$ cat config.mk
export PLATFORM = sky130hd
export DESIGN_NAME = pc_unit
export DESIGN_NICKNAME = d
export VERILOG_FILES = /design/src/rtl/pc_unit.sv
export SDC_FILE = /design/constraint.sdc
export NUM_CORES = 1
export LEC_CHECK = 0
export BUFFER_PORTS_ARGS = -buffer_cell sky130_fd_sc_hd__buf_2
export CORE_AREA = 2 2 88 90
export DETAILED_ROUTE_END_ITERATION = 6
export DIE_AREA = 0 0 90 92
export PLACE_DENSITY = 0.82
export SYNTH_ARGS = -nofsm -noshare
export SYNTH_HDL_FRONTEND = slang
export SYNTH_SLANG_ARGS = --single-unit
$ cat constraint.sdc
create_clock -name clk -period 4.9 [get_ports clk]
set_input_delay 0.98 -clock clk [delete_from_list [all_inputs] [get_ports clk]]
set_output_delay 0.98 -clock clk [all_outputs]
set_load 0.03 [all_outputs]
$ cat src/rtl/pc_unit.sv
// Program counter with trap/mret, misaligned-redirect detection and an optional
// return-address stack (compiled in only when PC_UNIT_RAS_EN is defined).
module pc_unit #(
  parameter int              XLEN        = 32,
  parameter logic [XLEN-1:0] INITIAL_PC  = '0,
  parameter logic [XLEN-1:0] TRAP_VECTOR = 32'h0000_0010,
  parameter int              RAS_DEPTH   = 4
) (
  input  logic            clk,
  input  logic            reset,
  input  logic            stall,
  input  logic            count,
  input  logic            load,
  input  logic [XLEN-1:0] value,
  input  logic            trap,
  input  logic            mret,
  input  logic            push,
  input  logic            pop,
  output logic [XLEN-1:0] pc,
  output logic [XLEN-1:0] pc_inc,
  output logic [XLEN-1:0] epc,
  output logic            misaligned,
  output logic            ras_empty
);

  logic [XLEN-1:0] pc_q, pc_d;
  logic [XLEN-1:0] epc_q, epc_d;
  logic            misaligned_q, misaligned_d;
  logic            pop_hit;
  logic [XLEN-1:0] ras_top;

  assign pc_inc     = pc_q + XLEN'(4);
  assign pc         = pc_q;
  assign epc        = epc_q;
  assign misaligned = misaligned_q;

`ifdef PC_UNIT_RAS_EN
  localparam int PW = (RAS_DEPTH > 1) ? $clog2(RAS_DEPTH) : 1;
  localparam logic [PW:0] OCC_FULL = (PW+1)'(RAS_DEPTH);

  logic [PW-1:0]   wr_ptr_q, wr_ptr_d;
  logic [PW:0]     occ_q, occ_d;
  logic [PW-1:0]   top_idx;
  logic [XLEN-1:0] ras_mem_q [RAS_DEPTH];
  logic            ras_we;
  logic [PW-1:0]   ras_waddr;
  logic            accept;

  // Push/pop only take effect in cycles where nothing higher-priority owns the PC.
  assign accept    = !reset && !trap && !mret && !stall;
  assign top_idx   = wr_ptr_q - PW'(1);
  assign ras_empty = (occ_q == '0);
  assign pop_hit   = accept && pop && !ras_empty;
  assign ras_top   = ras_mem_q[top_idx];

  always_comb begin
    wr_ptr_d  = wr_ptr_q;
    occ_d     = occ_q;
    ras_we    = 1'b0;
    ras_waddr = wr_ptr_q;
    if (accept) begin
      if (push && pop_hit) begin
        ras_we    = 1'b1;
        ras_waddr = top_idx;
      end else if (push) begin
        // When full the write slot is the oldest entry, so it is overwritten in place.
        ras_we   = 1'b1;
        wr_ptr_d = wr_ptr_q + PW'(1);
        if (occ_q != OCC_FULL) occ_d = occ_q + (PW+1)'(1);
      end else if (pop_hit) begin
        wr_ptr_d = top_idx;
        occ_d    = occ_q - (PW+1)'(1);
      end
    end
  end

  always_ff @(posedge clk) begin
    if (reset) begin
      wr_ptr_q <= '0;
      occ_q    <= '0;
    end else begin
      wr_ptr_q <= wr_ptr_d;
      occ_q    <= occ_d;
    end
  end

  always_ff @(posedge clk) begin
    if (ras_we) ras_mem_q[ras_waddr] <= pc_inc;
  end
`else
  logic ras_unused;

  assign ras_unused = push;
  assign pop_hit    = 1'b0;
  assign ras_top    = '0;
  assign ras_empty  = 1'b1;
`endif

  always_comb begin
    pc_d         = pc_q;
    epc_d        = epc_q;
    misaligned_d = 1'b0;
    if (trap) begin
      pc_d  = TRAP_VECTOR;
      epc_d = pc_q;
    end else if (mret) begin
      pc_d = epc_q;
    end else if (stall) begin
      pc_d = pc_q;
    end else if (load) begin
      if (value[1:0] != 2'b00) begin
        pc_d         = TRAP_VECTOR;
        epc_d        = pc_q;
        misaligned_d = 1'b1;
      end else begin
        pc_d = value;
      end
    end else if (pop_hit) begin
      pc_d = ras_top;
    end else if (count || pop) begin
      // An empty-stack pop degrades to a plain sequential step.
      pc_d = pc_inc;
    end
  end

  always_ff @(posedge clk) begin
    if (reset) begin
      pc_q         <= INITIAL_PC;
      epc_q        <= '0;
      misaligned_q <= 1'b0;
    end else begin
      pc_q         <= pc_d;
      epc_q        <= epc_d;
      misaligned_q <= misaligned_d;
    end
  end

endmodule

==> impl_metrics.toml, run 1 <==
[status]
status = "completed"

[detailed_routing]
firstDrtPassIters = 5
num_vias = 4390
wl_per_cell_um = 17.3
via_per_inst = 6.06
antenna_left = 0
drtIter0Drc = 465
drc = 0
drt-total-wl_um = 12500

[logic_synthesis]
synth_top_area_share_pct = 33.9
synth_edf_count = 0
synthCells = 515
yosys_warnings = 0
synth_xor_xnor_area_share_pct = 6.39
synth_cell_type_count = 63
synth_most_common_cell = "nand2_1"
synth_compound_area_share_pct = 23.7
synth.area.top_cells = "dfxtp_1 (34%), nand2_1 (10%), a21oi_1 (8.0%), xnor2_1 (4.1%), clkbuf_1 (3.2%)"
synthArstFlopShare_pct = 0
synth_top_area_cell = "dfxtp_1"
yosys.area_share.simple_pct = 27.4
muxShareOfSynthArea_pct = 0.522
syn-cell-area_um2 = 3840
seq_area_frac_synth_pct = 33.9
synth_top_flop_cell = "dfxtp_1"
syn_area_per_cell_um2 = 7.45
yosys_register_bits = 65
syn-num-nets = 557
synthAdderAreaFrac_pct = 0.326
synth_commonest_cells = "nand2_1 (105), dfxtp_1 (65), a21oi_1 (61), clkbuf_1 (33), nor2_1 (27)"
synth_top_family_by_area = "simple AND/OR/NAND/NOR gates"

[layout]
fin_nets = 660
n_fill_cell = 725
area_delta_synth_final_pct = 20.4
finish.utilization_pct = 62.0
regArea_um2 = 1300
diodes = 0
multi_input_area_um2 = 2250
layout-drive-gt1-share_pct = 27.8

[sta]
fin_crit_ps = 3860
tns_ps = 0
rsz0062_at_grt = "false"
finalCritPeriodShare_pct = 78.9
tightest_slew_ps = 1200
slew_viol_final = 0
setup_viol = 0
relSlewSlack_pct = 19.8
finClkSkew_ps = 12.0
fmax_mhz = 259
whs_ps = 464
hold_viol_final = 0

[die]
num_io_pins = 139
dieArea_um2 = 8280
num_rows = 32
chipWidth_um = 90
initial_core_util_pct = 51.5
core_area_um2 = 7450
dieHeight_um = 92

[setup_path]
cp.arrival_ps = 2880
critPathLaunchType = "flip-flop"
r2r-start = "pc[2]$_SDFFE_PP0P_"
worstSetupEndpointType = "output port"
critical_path.endpoint = "pc_inc[31]"
critPathMaxFanout = 9
path_class = "flip-flop to output port"
r2r_end = "pc[28]$_SDFFE_PP0P_"
worstSetupStartpoint = "pc[7]$_SDFFE_PP0P_"
r2r_slack_ps = 2210
worstRegToRegCells = 6
worst_ep_required_time_ps = 3920

[clocking]
clock_latency_ps = 360
cts_root_buf = "clkbuf_8"
cts_setup_buffers = 0
cts_tree = "done"
cts_sinks = 65
hold_buffers = 0
cts-buffers-inserted = 9
ctsResizeCount = 0
clk_pin_slew_ps = 80
h-tree-depth = 3
clk_path_buf_depth = 2

[min_path]
min_path_type = "flip-flop to flip-flop"
whs_path_depth = 2

[place]
port_buffers = 136
dp_hpwl_um = 8540
place.gp.congestion = 0.877

[power]
p_total_w = 0.00119
p_per_area_nw_per_um2 = 257
p_leak_nw = 1.99
ir_worst_vdd_uv = 192

[job]
cap_violations = 0

[global_routing]
antenna_found_initial = 0
gr-total-overflow = 0
met3_usage_pct = 4.11
grt_pass1_wl_um = 19900
busiest_layer = "met2"
grt_pass1_vias = 4023
grt_start_max_net_pins = 54
grt_usage_pct = 29.7
met2_usage_pct = 49.1
grt_use_met1_pct = 38.6
-- routing by layer --
layer  vias to the layer above  part of all wire, %
met5                         -                    0
met4                         0                  2.7
met3                        32                  9.2
met2                       275                   47
met1                      2042                   41
li1                       2041                    -
-- logic make-up after synthesis --
group | Yosys count
compound gates | 144
flops | 65
fa+ha+maj | 1
other cells | 1
buf+inv | 58
xor+xnor | 28
mux | 2
simple gates | 216
-- critical path, cell delays in order, from the launching register on --
cell	delay [ps]
dfxtp_1	530
nand4_4	210
or4_2	780
nor4_1	550
xor2_1	210
buf_2	230
-- flip-flops by register name, summed over array words and instances (netlist names), named ones only --
signal      flops
pc             30
misaligned      1
epc            32
-- per-stage QoR --
stage	worst slack [ps]	cell area, µm²	instances
finish	1040	4620	724
CTS	1060	4620	724
floorplan	1350	3840	515
global placement	1460	4430	709
global route	845	4620	724
detailed placement	1460	4430	709
-- report_power, final --
group / internal, W / total (W) / switching [W]
clock: 0.000229 / 0.000447 / 0.000218
combinational: 0.0000527 / 0.000181 / 0.000129
sequential: 0.000539 / 0.000558 / 0.0000190
-- worst min-delay path by stage --
stage | endpoint | from
after floorplan | epc[22]$_SDFFE_PP0P_ | epc[22]$_SDFFE_PP0P_
after global placement | epc[13]$_SDFFE_PP0P_ | epc[13]$_SDFFE_PP0P_
after detailed placement | epc[13]$_SDFFE_PP0P_ | epc[13]$_SDFFE_PP0P_
after CTS | epc[13]$_SDFFE_PP0P_ | epc[13]$_SDFFE_PP0P_
after global routing | epc[13]$_SDFFE_PP0P_ | epc[13]$_SDFFE_PP0P_
final | epc[13]$_SDFFE_PP0P_ | epc[13]$_SDFFE_PP0P_
-- placed cells by master (no fill, tap or decap), types with 10 or more instances in the layout --
cell and count:
nor2_1 26, nand2_1 105, buf_2 136, dfxtp_1 65, nand3_1 24, a21oi_1 61
xnor2_1 18, xor2_1 10, o21ai_0 24, nor3_1 10
-- cell type report --
type                       count  share of cell area [%]
multi-input combinational    392                    48.7
inverter                       8                   0.650
tap                          102                    2.76
clock buffer                   9                    2.68
timing repair buffer         142                    15.7
sequential                    65                    28.2
clock inverter                 6                    1.30
Note: power is estimated with default switching activity, not from simulation.
==> inputs of run 2 (changes only) <==
==> config.mk (replaced) <==
export PLATFORM = sky130hd
export DESIGN_NAME = pc_unit
export DESIGN_NICKNAME = d
export VERILOG_FILES = /design/src/rtl/pc_unit.sv
export SDC_FILE = /design/constraint.sdc
export NUM_CORES = 1
export LEC_CHECK = 0
export ABC_AREA = 1
export BUFFER_PORTS_ARGS = -buffer_cell sky130_fd_sc_hd__buf_2
export CORE_AREA = 2 2 90 92
export DETAILED_ROUTE_END_ITERATION = 6
export DIE_AREA = 0 0 92 94
export PLACE_DENSITY = 0.77
export SYNTH_ARGS = -nofsm -noshare
export SYNTH_HDL_FRONTEND = slang
export SYNTH_SLANG_ARGS = --single-unit
==> constraint.sdc (replaced) <==
create_clock -name clk -period 3.6 [get_ports clk]
set_input_delay 0.72 -clock clk [delete_from_list [all_inputs] [get_ports clk]]
set_output_delay 0.72 -clock clk [all_outputs]
set_load 0.03 [all_outputs]
==> run 2 against run 1 <==
Against the previous run:
- clock skew increased by 3.3 ps
- sequential power rose by 43%
- count of clock-buffer cells in the layout increased by 1
- flip-flop and latch count unchanged
- design area up 0.11%
- first-iteration DRC count is 58% lower
- register-to-register slack worse by 470 ps
- largest power group unchanged
==> impl_metrics.toml, run 2 <==
[place]
dp_hpwl_um = 8350
port_buffers = 136
place_area_um2 = 4450
place.gp.congestion = 0.927

[detailed_routing]
wl_per_cell_um = 14.7
drc = 0
antenna_left = 0
via_per_inst = 5.19
num_vias = 4174
drt-total-wl_um = 11800
firstDrtPassIters = 5
drtIter0Drc = 196

[layout]
final_area_um2 = 4620
finish.utilization_pct = 60.8
layout_commonest_cell = "nand2_1"
diodes = 0
layout_common_cells = "nand2_1 (155), buf_2 (136), a21oi_1 (66)"
area_delta_synth_final_pct = 23.6
fin_nets = 739
largest_reg_flops = 32
layout-drive-gt1-share_pct = 27.1

[logic_synthesis]
synth_top_flop_cell = "dfxtp_1"
syn-cell-area_um2 = 3740
seq_area_frac_synth_pct = 34.8
syn_area_per_cell_um2 = 6.50
yosys_warnings = 0
synthArstFlopShare_pct = 0
synth_top_area_share_pct = 34.8
syn-num-nets = 617
synth_most_common_cell = "nand2_1"
yosys_register_bits = 65
synth_cell_type_count = 34
synthCells = 575
synth_edf_count = 0
synth_commonest_cells = "nand2_1 (155), a21oi_1 (66), dfxtp_1 (65), o21ai_0 (63), nor2_1 (61)"
synth.area.top_cells = "dfxtp_1 (35%), nand2_1 (16%), a21oi_1 (8.8%), o21ai_0 (8.4%), nor2_1 (6.1%)"
synth_top_area_cell = "dfxtp_1"

[sta]
finClkSkew_ps = 15.2
relSlewSlack_pct = 34.6
rsz0062_at_grt = "false"
hold_viol_final = 0
fin_crit_ps = 2870
tightest_slew_ps = 981
slew_viol_final = 0
whs_ps = 475
setup_viol = 0
finalCritPeriodShare_pct = 79.9
fmax_mhz = 348
tns_ps = 0

[status]
status = "completed"

[setup_path]
path_cells = "ha_1, nand2_1, nor2_4, nand3_1, nor2_1, nand2_1, xor2_1, buf_2"
worstSetupEndpointType = "output port"
cpMostUsedCell = "nand2_1"
cp.arrival_ps = 2150
critical_path.slowest_cell = "dfxtp_1"
path_class = "flip-flop to output port"
critPathMaxStageDelay_ps = 420
critPathLaunchType = "flip-flop"
critPathMaxFanout = 5
worst_ep_required_time_ps = 2880

[die]
dieHeight_um = 94
core_area_um2 = 7610
dieArea_um2 = 8650
num_rows = 32
chipWidth_um = 92
num_io_pins = 139
initial_core_util_pct = 49.2

[clocking]
clk_path_buf_depth = 2
ctsResizeCount = 0
clock_latency_ps = 360
cts_sinks = 65
cts-buffers-inserted = 9
cts_root_buf = "clkbuf_8"
clk_pin_slew_ps = 80
hold_buffers = 0
cts_tree = "done"
cts_setup_buffers = 0
h-tree-depth = 3

[global_routing]
gr-total-overflow = 0
grt_start_max_net_pins = 44
grt_pass1_vias = 3971
antenna_found_initial = 0
grt_usage_pct = 27.7
grt_pass1_wl_um = 18900

[power]
ir_worst_vdd_uv = 195
p_per_area_nw_per_um2 = 373
p_total_w = 0.00172
p_leak_nw = 2.19

[job]
cap_violations = 0

[min_path]
min_path_type = "flip-flop to flip-flop"
## run 2: changes by cell type in the layout (fill, tap and decap cells not counted), sizes merged, moves of 7 or more
cell,change
a21oi,+7
inv,+38
nand2,+59
nand4,-7
nor2,+48
nor4,-9
o21ai,+39
or4,-7
xnor2,-9
## run 2: stage by stage
stage | std cells | setup WS (ps)
floorplan | 575 | 959
finish | 804 | 725
global route | 804 | 578
detailed placement | 788 | 973
CTS | 804 | 718
global placement | 788 | 1040
## run 2: layer usage
layer / up-vias / share of wire, % / wire (µm) / global-route usage (%)
met1: 1905 / 42 / 4950 / 33.9
met4: 0 / 1.4 / 167 / 9.83
met2: 164 / 48 / 5630 / 48.0
met5: - / 0 / 0 / 0
met3: 16 / 9.0 / 1060 / 5.94
li1: 2089 / - / - / -
## run 2: worst paths after layout
check,start,slack (ps),depth (start not counted),to
min,epc[13]$_SDFFE_PP0P_,470,2,epc[13]$_SDFFE_PP0P_
min reg2reg,epc[13]$_SDFFE_PP0P_,470,2,epc[13]$_SDFFE_PP0P_
max,pc[3]$_SDFFE_PP0P_,730,8,pc_inc[24]
max reg2reg,pc[3]$_SDFFE_PP0P_,1740,9,pc[24]$_SDFFE_PP0P_
## run 2: area by class of cell
class                           instances  area, µm²
Inverter                               47        176
Tap cell                              102        128
Clock buffer                           10        128
Multi-Input combinational cell        433       2130
Sequential cell                        65       1300
Timing Repair Buffer                  141        718
Fill cell                             773       2990
Clock inverter                          6       45.0
## run 2: logic make-up (layout without fill, tap and decap cells)
family,Yosys count,in the layout,share of synthesized area (%)
simple gates,274,274,32.2
compound gates,139,139,19.2
buf+inv,77,204,8.36
flops,65,65,34.8
xor+xnor,18,18,5.02
fa+ha+maj,1,1,0.335
other cells,1,1,0.100
## run 2: critical path, delay by kind of cell (launching register included)
family / cells / cell delay, ps
flip-flops: 1 / 420
buffers and inverters: 1 / 240
AND/OR/NAND/NOR: 5 / 730
XOR/XNOR: 1 / 200
adder cells (fa/ha/maj): 1 / 220
## run 2: where the power goes
part,switching [W],internal [W]
Clock,0.000304,0.000251
Combinational,0.000263,0.000107
Sequential,0.0000400,0.000757
Total,0.000607,0.00111
==> inputs of run 3 (changes only) <==
--- a/config.mk
+++ b/config.mk
@@ -7,10 +7,10 @@
 export LEC_CHECK = 0
 export ABC_AREA = 1
 export BUFFER_PORTS_ARGS = -buffer_cell sky130_fd_sc_hd__buf_2
-export CORE_AREA = 2 2 90 92
+export CORE_AREA = 2 2 95 97
 export DETAILED_ROUTE_END_ITERATION = 6
-export DIE_AREA = 0 0 92 94
-export PLACE_DENSITY = 0.77
+export DIE_AREA = 0 0 97 99
+export PLACE_DENSITY = 0.73
 export SYNTH_ARGS = -nofsm -noshare
 export SYNTH_HDL_FRONTEND = slang
 export SYNTH_SLANG_ARGS = --single-unit
==> constraint.sdc (replaced) <==
create_clock -name clk -period 2.5 [get_ports clk]
set_input_delay 0.5 -clock clk [delete_from_list [all_inputs] [get_ports clk]]
set_output_delay 0.5 -clock clk [all_outputs]
set_load 0.03 [all_outputs]
==> run 3 against run 2 <==
Against the previous run:
- clock power up 37%
- cell count grew 2.4%
- setup slack worse by 690 ps
- first-iteration DRC count up 50%
- die area is 11% higher
- design area grew 4.2%
- highest routed layer unchanged
==> impl_metrics.toml, run 3 (same netlist as run 2, synthesis figures left out) <==
[sta]
setup_viol = 0
hold_viol_final = 0
fin_crit_ps = 2470
fmax_mhz = 406
tightest_slew_ps = 686
relSlewSlack_pct = 54.2
finClkSkew_ps = 5.79
finalCritPeriodShare_pct = 98.6
slew_viol_final = 0

[layout]
layout_common_cells = "nand2_1 (155), buf_2 (129), a21oi_1 (66)"
largest_reg_flops = 32
area_delta_synth_final_pct = 28.7
finish.utilization_pct = 56.3
diodes = 0
fin_nets = 755
layout_commonest_cell = "nand2_1"
layout-drive-gt1-share_pct = 31.3
n_fill_cell = 856

[min_path]
whs_path_depth = 2
hold-path-endpoint = "pc[4]$_SDFFE_PP0P_"
min_path_type = "primary input to flip-flop"
hp-start = "reset"

[global_routing]
gr-total-overflow = 0
grt_pass1_vias = 3921
grt_pass1_wl_um = 19700
antenna_found_initial = 0
grt_start_max_net_pins = 44
grt_usage_pct = 25.3

[job]
cap_violations = 0

[die]
chipWidth_um = 97
core_area_um2 = 8550
num_io_pins = 139
dieHeight_um = 99
num_rows = 34
dieArea_um2 = 9600
initial_core_util_pct = 43.7

[setup_path]
path_class = "flip-flop to output port"
cp_num_buf_inv = 2
crit_family = "simple AND/OR/NAND/NOR gates"
cp.arrival_ps = 1970
critical_path.slowest_cell = "dfxtp_4"
r2r-start = "pc[3]$_SDFFE_PP0P_"
r2r_slack_ps = 690
critPathMaxFanout = 5
critPathLaunchType = "flip-flop"
critPathMaxStageDelay_ps = 380
path_cells = "ha_2, nand2_1, nor2_4, nand2_4, nor2_4, buf_4, xor2_2, buf_4"
worstRegToRegCells = 11
worst_ep_required_time_ps = 2000
r2r_end = "pc[18]$_SDFFE_PP0P_"
worstSetupEndpointType = "output port"

[power]
ir_worst_vdd_uv = 225
p_per_area_nw_per_um2 = 512
p_total_w = 0.00247
p_leak_nw = 2.28

[clocking]
cts-buffers-inserted = 9
clock_latency_ps = 340
clk_pin_slew_ps = 70
h-tree-depth = 3
clk_path_buf_depth = 2
cts_root_buf = "clkbuf_8"
cts_sinks = 65
cts_tree = "done"

[detailed_routing]
via_per_inst = 5.27
firstDrtPassIters = 5
num_vias = 4337
drt-total-wl_um = 12400
drtIter0Drc = 294
drc = 0
wl_per_cell_um = 15.1
antenna_left = 0

[status]
status = "completed"

[place]
port_buffers = 136
place.gp.congestion = 0.908
dp_hpwl_um = 8930
run 3: layout make-up:
type | instances | area (µm²) | share of cell area (%)
clock buffers | 12 | 145 | 3.01
clock inverters | 1 | 5.00 | 0.104
inverters | 47 | 176 | 3.66
multi-input cells | 433 | 2170 | 45.1
flip-flops and latches | 65 | 1320 | 27.5
well taps | 108 | 135 | 2.81
repair buffers | 157 | 860 | 17.9
run 3: timing repair:
item / CTS / global route
pin swaps: 1 / 4
resized for setup: 8 / 29
buffers inserted: 0 / 3
setup endpoints to repair: 6 / 14
hold buffers: 0 / 0
run 3: per-stage QoR:
step / area, µm² / hold slack, ps / setup slack, ps / TNS [ps] / instances
2_1_floorplan: 3740 / 569 / 79.4 / 0 / 575
3_5_place_dp: 4550 / 458 / 241 / 0 / 807
4_1_cts: 4730 / 339 / -12.2 / -22.3 / 820
5_1_grt: 4810 / 370 / -1.75 / -1.75 / 823
6_report: 4810 / 335 / 34.6 / 0 / 823
3_3_place_gp: 4550 / 459 / 270 / 0 / 807
run 3: power breakdown:
group	switching (W)	internal, W
sequential	0.0000577	0.00109
clock	0.000390	0.000370
combinational	0.000385	0.000171
total	0.000833	0.00163
run 3: worst max-delay path by stage:
stage / startpoint / end / slack (ps) / cells after the start
final: pc[3]$_SDFFE_PP0P_ / pc_inc[18] / 30 / 8
after global routing: pc[3]$_SDFFE_PP0P_ / pc_inc[18] / -2 / 8
after CTS: pc[2]$_SDFFE_PP0P_ / pc_inc[30] / -10 / 8
after detailed placement: pc[3]$_SDFFE_PP0P_ / pc_inc[24] / 240 / 8
after global placement: pc[3]$_SDFFE_PP0P_ / pc_inc[24] / 270 / 8
after floorplan: pc[2]$_SDFFE_PP0P_ / pc_inc[25] / 80 / 6
run 3: metal layers:
layer | vias up | track usage, % | wire, µm
li1 | 2113 | - | -
met1 | 1980 | 34.0 | 5180
met2 | 218 | 41.2 | 5840
met3 | 26 | 4.26 | 1100
met4 | 0 | 9.21 | 305
met5 | - | 0 | 0
